## config.mk

```make
export PLATFORM = sky130hd
export DESIGN_NAME = pwm_multi_channel
export DESIGN_NICKNAME = d
export VERILOG_FILES = /design/src/rtl/pwm_pkg.sv /design/src/rtl/pwm_timebase.sv /design/src/rtl/pwm_multi_channel.sv
export SDC_FILE = /design/constraint.sdc
export NUM_CORES = 1
export LEC_CHECK = 0
export BUFFER_PORTS_ARGS = -buffer_cell sky130_fd_sc_hd__buf_2
export CORE_MARGIN = 3
export CORE_UTILIZATION = 60
export DETAILED_ROUTE_END_ITERATION = 8
export HOLD_SLACK_MARGIN = 0.03
export PLACE_DENSITY = 0.87
export SYNTH_ARGS = -nofsm -noshare
export SYNTH_HDL_FRONTEND = slang
export SYNTH_SLANG_ARGS = --single-unit
export TNS_END_PERCENT = 20
```

## constraint.sdc

```tcl
create_clock -name clk -period 4.6 [get_ports clk]
set_input_delay 0.69 -clock clk [delete_from_list [all_inputs] [get_ports clk]]
set_output_delay 0.69 -clock clk [all_outputs]
set_load 0.05 [all_outputs]
```

## src/rtl/pwm_pkg.sv

```systemverilog
// Shared constants and helpers for the multi-channel PWM generator.
package pwm_pkg;

   localparam logic MODE_EDGE   = 1'b0;
   localparam logic MODE_CENTER = 1'b1;

   localparam int unsigned PWM_DEF_WIDTH    = 16;
   localparam int unsigned PWM_DEF_CHANNELS = 4;

   // $clog2 that never returns less than 1, so a select port always has a bit.
   function automatic int unsigned pwm_clog2_min1(input int unsigned n);
      int unsigned w;
      w = $clog2(n);
      return (w < 1) ? 1 : w;
   endfunction

endpackage

```

## src/rtl/pwm_timebase.sv

```systemverilog
// Shared PWM timebase: up or up/down counter, cycle boundary detect,
// enable handling and zero-period guard.
module pwm_timebase
   import pwm_pkg::*;
#(
   parameter int unsigned WIDTH = PWM_DEF_WIDTH
) (
   input  logic             clk,
   input  logic             rst_n,
   input  logic             i_enable,
   input  logic             i_mode,
   input  logic [WIDTH-1:0] i_period,
   output logic [WIDTH-1:0] o_counter,
   output logic             o_boundary_c,
   output logic             o_cycle_start_raw_c
);

   localparam int unsigned EW = WIDTH + 1;

   logic [WIDTH-1:0] r_cnt;
   logic             r_dir_down;
   logic [WIDTH-1:0] w_cnt_nxt;
   logic             w_dir_nxt;
   logic             w_boundary;
   logic             w_p_zero;
   logic             w_last;

   assign w_p_zero = (i_period == '0);
   // counter has reached P-1 (or beyond); evaluated wide so P-1 never underflows
   assign w_last   = (({1'b0, r_cnt} + EW'(1)) >= {1'b0, i_period});

   // Counter and direction state register.
   always_ff @(posedge clk or negedge rst_n) begin
      if (!rst_n) begin
         r_cnt      <= '0;
         r_dir_down <= 1'b0;
      end else begin
         r_cnt      <= w_cnt_nxt;
         r_dir_down <= w_dir_nxt;
      end
   end

   // Next counter/direction and boundary flag; idle and P=0 load shadows every clock.
   always_comb begin
      w_cnt_nxt  = r_cnt;
      w_dir_nxt  = r_dir_down;
      w_boundary = 1'b0;
      if (!i_enable || w_p_zero) begin
         w_cnt_nxt  = '0;
         w_dir_nxt  = 1'b0;
         w_boundary = 1'b1;
      end else if (i_mode == MODE_EDGE) begin
         w_dir_nxt = 1'b0;
         if (w_last) begin
            w_cnt_nxt  = '0;
            w_boundary = 1'b1;
         end else begin
            w_cnt_nxt = r_cnt + WIDTH'(1);
         end
      end else if (!r_dir_down) begin
         // top of the triangle: hold the count one extra clock and turn around
         if (w_last) begin
            w_dir_nxt = 1'b1;
         end else begin
            w_cnt_nxt = r_cnt + WIDTH'(1);
         end
      end else begin
         // bottom of the triangle: hold zero one extra clock, this is the boundary
         if (r_cnt == '0) begin
            w_dir_nxt  = 1'b0;
            w_boundary = 1'b1;
         end else begin
            w_cnt_nxt = r_cnt - WIDTH'(1);
         end
      end
   end

   assign o_counter           = r_cnt;
   assign o_boundary_c        = w_boundary;
   assign o_cycle_start_raw_c = i_enable && !w_p_zero && (r_cnt == '0) && !r_dir_down;

endmodule

```

## src/rtl/pwm_multi_channel.sv

```systemverilog
// Multi-channel PWM generator with shadowed period/mode/duty registers that
// apply only at cycle boundaries. Edge- and center-aligned modes.
// Optional PWM_POLARITY_EN adds a per-channel output polarity / idle level.
module pwm_multi_channel
   import pwm_pkg::*;
#(
   parameter int unsigned WIDTH    = PWM_DEF_WIDTH,
   parameter int unsigned CHANNELS = PWM_DEF_CHANNELS,
   parameter int unsigned CH_W     = pwm_clog2_min1(CHANNELS)
) (
   input  logic                clk,
   input  logic                rst_n,
   input  logic                enable,
   input  logic                center_mode_in,
   input  logic [WIDTH-1:0]    period_in,
   input  logic                period_wr,
   input  logic                duty_wr,
   input  logic [CH_W-1:0]     duty_ch,
   input  logic [WIDTH-1:0]    duty_in,
`ifdef PWM_POLARITY_EN
   input  logic [CHANNELS-1:0] polarity,
`endif
   output logic [CHANNELS-1:0] pwm_out,
   output logic                cycle_start,
   output logic                update_pending
);

   logic [WIDTH-1:0]    r_period_sh;
   logic                r_mode_sh;
   logic [WIDTH-1:0]    r_period_act;
   logic                r_mode_act;
   logic [CHANNELS-1:0] r_pwm;
   logic                r_cycle_start;
   logic                r_pending;

   logic [WIDTH-1:0]    w_counter;
   logic                w_boundary_c;
   logic                w_cs_raw_c;
   logic [CHANNELS-1:0] w_raw;
   logic [CHANNELS-1:0] w_pol;
   logic                w_ch_valid;
   logic                w_wr_accept;
   logic                w_p_nonzero;

`ifdef PWM_POLARITY_EN
   assign w_pol = polarity;
`else
   assign w_pol = '0;
`endif

   assign w_ch_valid  = (32'(duty_ch) < CHANNELS);
   assign w_wr_accept = period_wr || (duty_wr && w_ch_valid);
   assign w_p_nonzero = (r_period_act != '0);

   pwm_timebase #(
      .WIDTH (WIDTH)
   ) u_timebase (
      .clk                 (clk),
      .rst_n               (rst_n),
      .i_enable            (enable),
      .i_mode              (r_mode_act),
      .i_period            (r_period_act),
      .o_counter           (w_counter),
      .o_boundary_c        (w_boundary_c),
      .o_cycle_start_raw_c (w_cs_raw_c)
   );

   // Period/mode shadow and active registers; active follows shadow at a boundary.
   always_ff @(posedge clk or negedge rst_n) begin
      if (!rst_n) begin
         r_period_sh  <= '0;
         r_mode_sh    <= MODE_EDGE;
         r_period_act <= '0;
         r_mode_act   <= MODE_EDGE;
      end else begin
         if (period_wr) begin
            r_period_sh <= period_in;
            r_mode_sh   <= center_mode_in;
         end
         if (w_boundary_c) begin
            r_period_act <= r_period_sh;
            r_mode_act   <= r_mode_sh;
         end
      end
   end

   for (genvar i = 0; i < int'(CHANNELS); i++) begin : g_ch
      logic [WIDTH-1:0] r_duty_sh;
      logic [WIDTH-1:0] r_duty_act;
      logic [WIDTH:0]   w_sum;

      // Per-channel duty shadow and active register.
      always_ff @(posedge clk or negedge rst_n) begin
         if (!rst_n) begin
            r_duty_sh  <= '0;
            r_duty_act <= '0;
         end else begin
            if (duty_wr && (duty_ch == CH_W'(i))) begin
               r_duty_sh <= duty_in;
            end
            if (w_boundary_c) begin
               r_duty_act <= r_duty_sh;
            end
         end
      end

      // center compare counter >= P-D rewritten as counter+D >= P to stay unsigned
      assign w_sum    = {1'b0, w_counter} + {1'b0, r_duty_act};
      assign w_raw[i] = w_p_nonzero &&
                        ((r_mode_act == MODE_CENTER) ? (w_sum >= {1'b0, r_period_act})
                                                     : ({1'b0, w_counter} < {1'b0, r_duty_act}));
   end

   // Output registers: PWM level, cycle-start pulse and pending-update flag.
   always_ff @(posedge clk or negedge rst_n) begin
      if (!rst_n) begin
         r_pwm         <= '0;
         r_cycle_start <= 1'b0;
         r_pending     <= 1'b0;
      end else begin
         r_cycle_start <= w_cs_raw_c;
         r_pwm         <= enable ? (w_raw ^ w_pol) : w_pol;
         if (!enable) begin
            r_pending <= 1'b0;
         end else if (w_wr_accept) begin
            r_pending <= 1'b1;
         end else if (w_boundary_c) begin
            r_pending <= 1'b0;
         end
      end
   end

   assign pwm_out        = r_pwm;
   assign cycle_start    = r_cycle_start;
   assign update_pending = r_pending;

endmodule
```

# After elaboration in Yosys (flattened, before gate mapping)
# Index checks and enable logic that the tools add are counted.
[totals] register_bits=185 output_inout_bits=6 word_cells=83
[classes] n_addsub=7 n_lt_le_gt_ge=9 n_eq_ne=6 n_mux=23 n_reduce_logical=21
[op_table] op="2-to-1 mux 16 bit" n=6
[op_table] op="greater-or-equal comparator 17 x 16 -> 1 bit" n=5
[op_table] op="adder 16 x 16 -> 17 bit" n=4
[op_table] op="< comparator 16 bit" n=4
[op_table] op="logical NOT 16 bit" n=2
[op_table] op="adder 16 x 1 -> 17 bit, second input constant" n=1
[op_table] op="adder 16 x 1 -> 16 bit, second input constant" n=1
[op_table] op="2-to-1 mux 1 bit" n=16
[op_table] op="nonzero test 16 bit" n=1
[op_table] op="subtractor 16 x 1 -> 16 bit, second input constant" n=1
[op_table] op="logical AND 1 bit" n=11
[op_table] op="== test 2 bit, second input constant" n=2
[op_table] op="2-to-1 mux 4 bit" n=1
[op_table] op="inequality test 4 x 3 -> 1 bit, second input constant" n=1
[op_table] op="inequality test 4 bit, second input constant" n=1
[op_table] op="logical NOT 1 bit" n=3
[op_table] op="inequality test 3 x 1 -> 1 bit, second input constant" n=1
[op_table] op="== test 2 x 1 -> 1 bit, second input constant" n=1
[op_table] op="logical NOT 2 bit" n=1
[op_table] op="logical OR 1 bit" n=2
[op_table] op="AND reduction 2 bit" n=1

# Longest topological paths before layout
# Gate-level depths: netlist of the first run.
[depth] word_depth=8 ltp_mapped=18 mapped_depth_nobuf=18

# Hierarchy
# A second synthesis of the first run with hierarchy kept.
[hier_totals] hier_cells=1475 hier_area_um2=13867.0
[by_module_without_submodules] module="pwm_multi_channel" instances=1 cells_each=1224 area_each_um2=11811.3
[by_module_without_submodules] module="pwm_timebase" instances=1 cells_each=251 area_each_um2=2055.7

# Worst setup path after synthesis of the first run
# Ideal clock, no wire load.
[synth_timing] path_type="reg-to-reg" startpoint="register u_timebase.r_cnt[4], in the netlist u_timebase.o_counter[4]" endpoint="register r_pwm[2], in the netlist pwm_out[2]" arrival_time_ns=3.747 required_ns=4.477 path_slack_ns=0.730 stages_incl_launch_ff=16 synth_period_minus_slack_ns=3.870 cell_sequence="dfrtp_1 -> ha_1 -> or3_1 -> o221a_2 -> nor4_1 -> o41ai_1 -> a221o_1 -> or4_1 -> nand4_1 -> ha_1 -> nand4_1 -> or4_1 -> o21ai_0 -> a2111oi_0 -> o21ai_0 -> o221a_2"
[synth_between] elab_chain_len=5 elab_cells_between_ends=6
[synth_rtl] item="from (decl)" line="pwm_timebase.sv:20" source="logic [WIDTH-1:0] r_cnt;"
[synth_rtl] item="from (signal assigned)" line="pwm_timebase.sv:38" source="r_cnt <= w_cnt_nxt;"
[synth_rtl] item="adder 16 x 16 -> 17 bit" line="pwm_multi_channel.sv:108" source="assign w_sum = {1'b0, w_counter} + {1'b0, r_duty_act};"
[synth_rtl] item="greater-or-equal comparator 17 x 16 -> 1 bit" line="pwm_multi_channel.sv:110" source="((r_mode_act == MODE_CENTER) ? (w_sum >= {1'b0, r_period_act})"
[synth_rtl] item="2-to-1 mux 1 bit *" line="pwm_multi_channel.sv:110"
[synth_rtl] item="logical AND 1 bit *" line="pwm_multi_channel.sv:109" source="assign w_raw[i] = w_p_nonzero &&"
[synth_rtl] item="2-to-1 mux 4 bit *" line="pwm_multi_channel.sv:122" source="r_pwm <= enable ? (w_raw ^ w_pol) : w_pol;"
[synth_rtl] item="to (signal assigned)" line="pwm_multi_channel.sv:122"
[synth_rtl] item="to (decl)" line="pwm_multi_channel.sv:32" source="logic [CHANNELS-1:0] r_pwm;"
# Every way passes the cells marked *; elsewhere a longest branch is shown, timed or not.
# A chain may end at the register's enable or synchronous reset.

# Worst setup path in the final report of the first run
[layout_timing] startpoint="register u_timebase.r_cnt[1], in the netlist u_timebase.o_counter[1]" endpoint="register g_ch[2].r_duty_act[9]"
[layout_between] elab_chain_len=5 elab_cells_between_ends=8
[layout_rtl] item="adder 16 x 1 -> 17 bit or logical NOT 16 bit (tied branches)" line="pwm_timebase.sv:30, pwm_timebase.sv:69"
[layout_rtl] item="greater-or-equal comparator 17 x 16 -> 1 bit or 2-to-1 mux 1 bit (tied branches)" line="pwm_timebase.sv:30, pwm_timebase.sv:69"
[layout_rtl] item="2-to-1 mux 1 bit (on tied branches)" line="pwm_timebase.sv:54, pwm_timebase.sv:60"
[layout_rtl] item="2-to-1 mux 1 bit *" line="pwm_timebase.sv:52" source="end else if (i_mode == MODE_EDGE) begin"
[layout_rtl] item="2-to-1 mux 1 bit *" line="pwm_timebase.sv:48" source="if (!i_enable || w_p_zero) begin"
[layout_rtl] item="to (signal assigned)" line="pwm_multi_channel.sv:102" source="r_duty_act <= r_duty_sh;"
[layout_rtl] item="to (decl)" line="pwm_multi_channel.sv:89" source="logic [WIDTH-1:0] r_duty_act;"
# Marked as above.

==> results of run 1 <==
metal layers:
| metal | GRT usage, % | part of all wire (%) |
|---|---|---|
| met1 | 37.4 | 42 |
| met2 | 47.3 | 47 |
| met3 | 4.97 | 7.0 |
| met4 | 10.9 | 3.6 |
| met5 | 0 | 0.035 |
power by group:
part           internal [mW]  total (mW)  switching [mW]  leakage (nW)
clock                  0.729        1.48           0.754         0.286
combinational           1.44        3.20            1.77          5.09
sequential              1.93        2.27           0.333          2.22
cells by family after synthesis:
| kind of cell | after synthesis | share of synthesized area [%] |
|---|---|---|
| AND/OR/NAND/NOR | 286 | 10.6 |
| AO/OA/AOI/OAI | 279 | 13.1 |
| adder cells (fa/ha/maj) | 215 | 19.3 |
| flip-flops | 185 | 32.8 |
| buffers and inverters | 177 | 5.26 |
| multiplexers | 162 | 14.8 |
| XOR/XNOR | 66 | 4.10 |
state kept, by name, indices dropped and copies added, names as in the netlist:
signal and flops:
cycle_start 1, r_period_act 16, u_timebase.o_counter 16, update_pending 1, r_mode_act 1, pwm_out 4, r_period_sh 16, r_mode_sh 1
g_ch.r_duty_act 64, u_timebase.r_dir_down 1, g_ch.r_duty_sh 64
cells in the final DEF (no fill, tap or decap), types with 4 or more instances in the layout:
master,synthesis,final
clkinv_8,0,4
nor4_1,14,14
a211oi_1,5,5
fa_1,4,4
a221oi_1,7,7
or3_1,10,10
xor2_1,21,21
nand3_1,28,28
nand2_1,40,40
clkbuf_16,0,17
xnor2_1,45,45
nand4_1,20,20
ha_1,211,211
mux2_2,84,84
or4_1,4,4
nor3_1,28,28
a21o_1,28,28
buf_2,5,44
o22ai_1,7,7
mux2_4,70,70
and3_1,4,4
o21bai_1,12,12
nor2_1,79,79
buf_4,1,26
o21ai_0,39,39
nor2b_1,21,21
inv_1,143,143
mux2_1,8,8
o21a_1,6,6
nand2b_1,17,17
dfrtp_1,185,182
a2111oi_0,6,6
o211ai_1,15,15
a31oi_1,19,19
a21oi_1,89,89
worst min-delay path by stage:
stage / start / end / depth (start not counted)
detailed placement: r_mode_sh / r_mode_act / 1
finish: rst_n / r_period_act[14] / 1
global placement: g_ch[2].r_duty_sh[11] / g_ch[2].r_duty_act[11] / 1
global route: rst_n / r_period_sh[14] / 1
floorplan: rst_n / cycle_start / 0
CTS: rst_n / r_period_act[10] / 1
timing repair:
action                                  in CTS  in global routing
gates resized for setup                      0                  4
endpoints found under the setup margin       0                  2
endpoints found under the hold margin        0                  0
final cells by class:
class | instances | area [um2] | share of cell area [%]
Inverter | 143 | 537 | 3.49
Multi-Input combinational cell | 1008 | 8740 | 56.8
Clock buffer | 18 | 429 | 2.79
Tap cell | 313 | 392 | 2.55
Sequential cell | 185 | 4630 | 30.1
Timing Repair Buffer | 74 | 489 | 3.18
Clock inverter | 14 | 156 | 1.02
metrics by stage:
stage          worst slack (ns)  instances  total power, mW  hold WS [ns]  area (um2)
3_5_place_dp              0.341       1723             5.40         0.468       14800
5_1_grt                  0.0320       1755             7.41         0.372       15400
6_report                  0.293       1755             6.95         0.301       15400
2_1_floorplan             0.730       1370             4.49         0.394       14100
4_1_cts                   0.336       1755             6.92         0.347       15400
3_3_place_gp              0.445       1723             5.22         0.466       14800
worst max-delay path: cells and delay by family (launching register included):
family / cells / cell delay (ns)
multiplexers: 1 / 0.35
AO/OA/AOI/OAI: 5 / 1.29
adder cells (fa/ha/maj): 1 / 0.29
flip-flops: 1 / 0.44
AND/OR/NAND/NOR: 5 / 0.99
XOR/XNOR: 1 / 0.14
buffers and inverters: 3 / 0.62
==> out/results.ini, run 1 <==
[cts]
clock_sinks=185
insertion_delay_ns=0.45
htree_levels=4
clock_path_buffers=2
holdBufCountCts=0
cts-buffers-inserted=17
postCtsSetupBuffers=0
clockRootBuffer=clkbuf_16
cts.reportedPaths.clkPinSlew_ns=0.08
cts_tree=yes

[detailed_routing]
drtIter0Drc=916
drtPass1Iterations=5
drcViolationCount=0
wire_per_inst_um=20.9
totalWireLength_mm=36.6
ant_nets=0
via_per_inst=6.23
vias=10937

[logic_synthesis]
ys_top_cells_by_area=dfrtp_1 33%, ha_1 19%, mux2_4 7.5%
synth-edff-count=0
syn_area_mm2=0.0141
synth_top_area_share_pct=32.8
yosysMostFrequentCell=ha_1
ys_types=74
synthArstFlopShare_pct=100
ys_seq_elements=185
yosysWarnings=0
yosysTopAreaCell=dfrtp_1
syn_avg_cell_area_um2=10.3
synth.net_count=1625
yosysSeqAreaShare_pct=32.8
synth_commonest_cells=211 x ha_1, 185 x dfrtp_1, 143 x inv_1, 89 x a21oi_1, 84 x mux2_2
ys.flop_type=dfrtp_1
synthCells=1370

[worst_hold_path]
hp-class=in -> async

[worst_setup_path]
r2r-end=g_ch[2].r_duty_act[9]
required_ns=4.92
endpoint=g_ch[2].r_duty_act[9]
rr_worst_depth=16
cp_max_fo=33
critPathMaxStageDelay_ns=0.47
rr_startpoint=u_timebase.o_counter[1]
critPathKind=reg -> reg
cp_slowest_cell=a221oi_2
crit_start=u_timebase.o_counter[1]
crit_arrival_ns=4.63
critPathLaunchType=register
path_cells=buf_4 > nand3_1 > nor2_1 > nand3_1 > nor3_1 > buf_4 > nand2_1 > xnor2_1 > ha_1 > a21o_1 > a21oi_1 > o21ai_1 > a221oi_2 > o21ai_4 > buf_12 > mux2_1
reg2reg_slack_ns=0.29
cp-end-kind=register

[cells_and_area]
drive_above_1_share_pct=19.4
nNetsFinal=1684
postLayoutCoreUtil_pct=67.3
fill_cells=1764
num_antenna_cells=0
syn2layout_area_growth_pct=9.06

[timing]
max_freq_ghz=0.232
finalCritPeriodShare_pct=93.6
worstMarginPinSlew_ns=1.14
rsz0062_at_grt=no
setup_tns_ns=0
hold_violations=0
slew_headroom_pct=22.7
finalCriticalPeriod_ns=4.31
drv_slew=0
finalSetupViolCount=0
clock_skew_ns=0.0122

[floorplanning]
rows=55
die_x_um=159
io_pins=46
core-area_mm2=0.0228
start_util_pct=61.7
die-area_mm2=0.0254
fp.dieH_um=159

[grt]
grt_pass1_vias=10828
grt.total_usage_pct=28.5
grt_pass1_wl_mm=57.6
grt-ovfl-total=0
grt_max_degree=95
antenna_found_initial=2

[run_status]
status=completed

[place]
dp_hpwl_mm=27.5
port_buffers=45
gp_congestion=0.931

[run]
drv_cap=0

[power_and_ir_drop]
vdd_ir_drop_max_v=0.000297
power.density_mw_per_mm2=452
power_leakage_nw=7.59

Power figures use the tool's default switching activity.
==> inputs of run 2 (changes only) <==
ABC_AREA = 1   (was not set)
BUFFER_PORTS_ARGS = -buffer_cell sky130_fd_sc_hd__buf_4   (was -buffer_cell sky130_fd_sc_hd__buf_2)
SYNTH_HIERARCHICAL = 1   (was not set)
==> out/results.ini, run 2 <==
[run_status]
status=completed  ; unchanged

[logic_synthesis]
synth-edff-count=0  ; unchanged
synth.net_count=2194  ; was 1625
ys_seq_elements=185  ; unchanged
syn_avg_cell_area_um2=7.57  ; was 10.3 um2
ys_types=51  ; was 74
synthCells=1939  ; was 1370
yosysSeqAreaShare_pct=31.5  ; was 32.8%
synthArstFlopShare_pct=100  ; unchanged
synth_top_area_share_pct=31.5  ; was 32.8%
synth_commonest_cells=451 x nand2_1, 290 x inv_1, 211 x ha_1, 185 x dfrtp_1, 171 x o21ai_0  ; was 211 x ha_1, 185 x dfrtp_1, 143 x inv_1, 89 x a21oi_1, 84 x mux2_2
yosysTopAreaCell=dfrtp_1  ; unchanged
yosysMostFrequentCell=nand2_1  ; was ha_1
ys_top_cells_by_area=dfrtp_1 32%, ha_1 18%, nand2_1 12%  ; was dfrtp_1 33%, ha_1 19%, mux2_4 7.5%
yosysWarnings=6  ; was 0
ys.flop_type=dfrtp_1  ; unchanged
syn_area_mm2=0.0147  ; was 0.0141 mm2

[detailed_routing]
via_per_inst=5.74  ; was 6.23
drcViolationCount=0  ; unchanged
totalWireLength_mm=42.9  ; was 36.6 mm
drtIter0Drc=1258  ; was 916
drtPass1Iterations=6  ; was 5
ant_nets=0  ; unchanged
wire_per_inst_um=18.6  ; was 20.9 um
vias=13245  ; was 10.9k

[place]
port_buffers=45  ; unchanged
dpl_worst_slack_ns=0.672  ; was 0.341 ns
dp_hpwl_mm=32.7  ; was 27.5 mm
placed_area_mm2=0.0153  ; was 0.0148 mm2
gp_congestion=1.06  ; was 0.931
place_inst=2274  ; was 1723

[floorplanning]
die_x_um=162  ; was 159 um
io_pins=46  ; unchanged
core-area_mm2=0.0238  ; was 0.0228 mm2
die-area_mm2=0.0264  ; was 0.0254 mm2
fp.dieH_um=162  ; was 159 um
rows=56  ; was 55
start_util_pct=61.8  ; was 61.7%

[cts]
cts_tree=yes  ; unchanged
clock_path_buffers=2  ; unchanged
postCtsSetupBuffers=0  ; unchanged
ctsResizeCount=0  ; unchanged
insertion_delay_ns=0.45  ; about the same
htree_levels=4  ; unchanged
cts-buffers-inserted=17  ; unchanged
clockRootBuffer=clkbuf_16  ; unchanged
holdBufCountCts=0  ; unchanged
clock_sinks=185  ; unchanged
cts.reportedPaths.clkPinSlew_ns=0.08  ; about the same

[timing]
worstMarginPinSlew_ns=1.17  ; was 1.14 ns
hold_violations=0  ; unchanged
max_freq_ghz=0.252  ; was 0.232 GHz
clock_skew_ns=0.0166  ; was 0.0122 ns
finalCritPeriodShare_pct=86.2  ; was 93.6%
drv_slew=0  ; unchanged
worst_slack_ns=0.636  ; was 0.293 ns
finalSetupViolCount=0  ; unchanged
rsz0062_at_grt=no  ; unchanged
slew_headroom_pct=21.5  ; was 22.7%
finalCriticalPeriod_ns=3.96  ; was 4.31 ns
hold_slack_ns=0.352  ; was 0.301 ns
setup_tns_ns=0  ; unchanged

[power_and_ir_drop]
swShare_pct=40.2  ; was 41.0%
clkPwrFrac_pct=28.8  ; was 21.3%
p_int_mw=3.30  ; was 4.10 mW
combPwrFrac_pct=34.0  ; was 46.1%
switchingPower_mw=2.22  ; was 2.85 mW
seq_power_share_pct=37.2  ; was 32.6%
power.density_mw_per_mm2=346  ; was 452 mW/mm2
power_leakage_nw=8.83  ; was 7.59 nW
totalPowerFinal_mw=5.51  ; was 6.95 mW
vdd_ir_drop_max_v=0.000249  ; was 0.000297 V

[cells_and_area]
fill_cells=1946  ; was 1764
postLayoutCoreUtil_pct=67.2  ; was 67.3%
multiInputGateArea_mm2=0.00866  ; was 0.00874 mm2
nNetsFinal=2229  ; was 1684
drive_above_1_share_pct=9.21  ; was 19.4%
regArea_mm2=0.00463  ; about the same
largest_registers=g_ch.r_duty_act: 64 flops, g_ch.r_duty_sh: 64 flops  ; unchanged
fin_area_mm2=0.0160  ; was 0.0154 mm2
final_cell_mix=451 x nand2_1, 290 x inv_1, 211 x ha_1  ; was 211 x ha_1, 182 x dfrtp_1, 143 x inv_1
layout_commonest_cell=nand2_1  ; was ha_1
finalNonFillerCells=2307  ; was 1755
syn2layout_area_growth_pct=8.67  ; was 9.06%

[grt]
grt_pass1_wl_mm=68.3  ; was 57.6 mm
antenna_found_initial=1  ; was 2
grt-ovfl-total=0  ; unchanged
grt_max_degree=117  ; was 95
grt.total_usage_pct=33.0  ; was 28.5%
grt_pass1_vias=12999  ; was 10.8k

[worst_setup_path]
required_ns=4.89  ; was 4.92 ns
cp_max_fo=63  ; was 33
crit_arrival_ns=4.26  ; was 4.63 ns
critPathLaunchType=register  ; unchanged
cp-end-kind=register  ; unchanged
critPathKind=reg -> reg  ; unchanged

[worst_hold_path]
hp-class=in -> async  ; unchanged

[run]
drv_cap=0  ; unchanged

## run 2: power groups by stage
stage	clock network, mW	logic (mW)	registers, mW
after floorplan	0	1.27	2.04
final	1.59	1.88	2.05
after CTS	1.60	1.85	2.04
after global placement	0	1.76	2.06
after detailed placement	0	1.82	2.07
after global routing	1.66	2.10	2.08
## run 2: area by class of cell
type                       count  share of cell area [%]
inverter                     305                    7.18
tap                          319                    2.50
sequential                   185                    29.0
antenna                        1                  0.0157
clock inverter                15                    1.23
clock buffer                  17                    2.67
multi-input combinational   1401                    54.3
timing repair buffer          64                    3.13
## run 2: kinds of logic after synthesis
group	after synthesis	share of synthesized area [%]
buffers and inverters	353	9.50
adder cells (fa/ha/maj)	215	18.5
XOR/XNOR	63	3.76
AND/OR/NAND/NOR	750	21.9
flip-flops	185	31.5
AO/OA/AOI/OAI	356	13.5
multiplexers	17	1.30
## run 2: worst max-delay path, stage by stage (launching register included)
cell	delay (ns)
dfrtp_1	0.67
ha_1	0.33
nand3_4	0.11
nor2_1	0.22
nand3_1	0.12
xor2_1	0.28
inv_1	0.08
ha_1	0.30
nand2_1	0.07
nor2_1	0.13
nand2_1	0.08
nor2_2	0.15
nand2_4	0.07
nand3_4	0.09
nand2_4	0.14
o211ai_1	0.23
buf_4	0.52
o21ai_0	0.20
## run 2: final timing paths
| kind | startpoint | endpoint | slack, ns | depth (start not counted) |
|---|---|---|---|---|
| min in group clk | period_in[8] | r_period_sh[8] | 0.47 | 2 |
| worst min register to register | g_ch[0].r_duty_sh[0] | g_ch[0].r_duty_act[0] | 0.48 | 2 |
| worst min-delay path | rst_n | u_timebase/o_counter[8] | 0.35 | 1 |
| worst max register to register | u_timebase/o_counter[1] | g_ch[3].r_duty_act[1] | 0.64 | 17 |
| max in group asynchronous | rst_n | g_ch[3].r_duty_act[14] | 3.21 | 2 |
| worst max-delay path | u_timebase/o_counter[1] | g_ch[3].r_duty_act[1] | 0.64 | 17 |
## run 2: metal layers
metal | GRT usage, % | routed length, um
met5 | 0 | 0
met4 | 16.8 | 2330
met3 | 5.11 | 3380
met2 | 55.6 | 20100
met1 | 41.4 | 17100
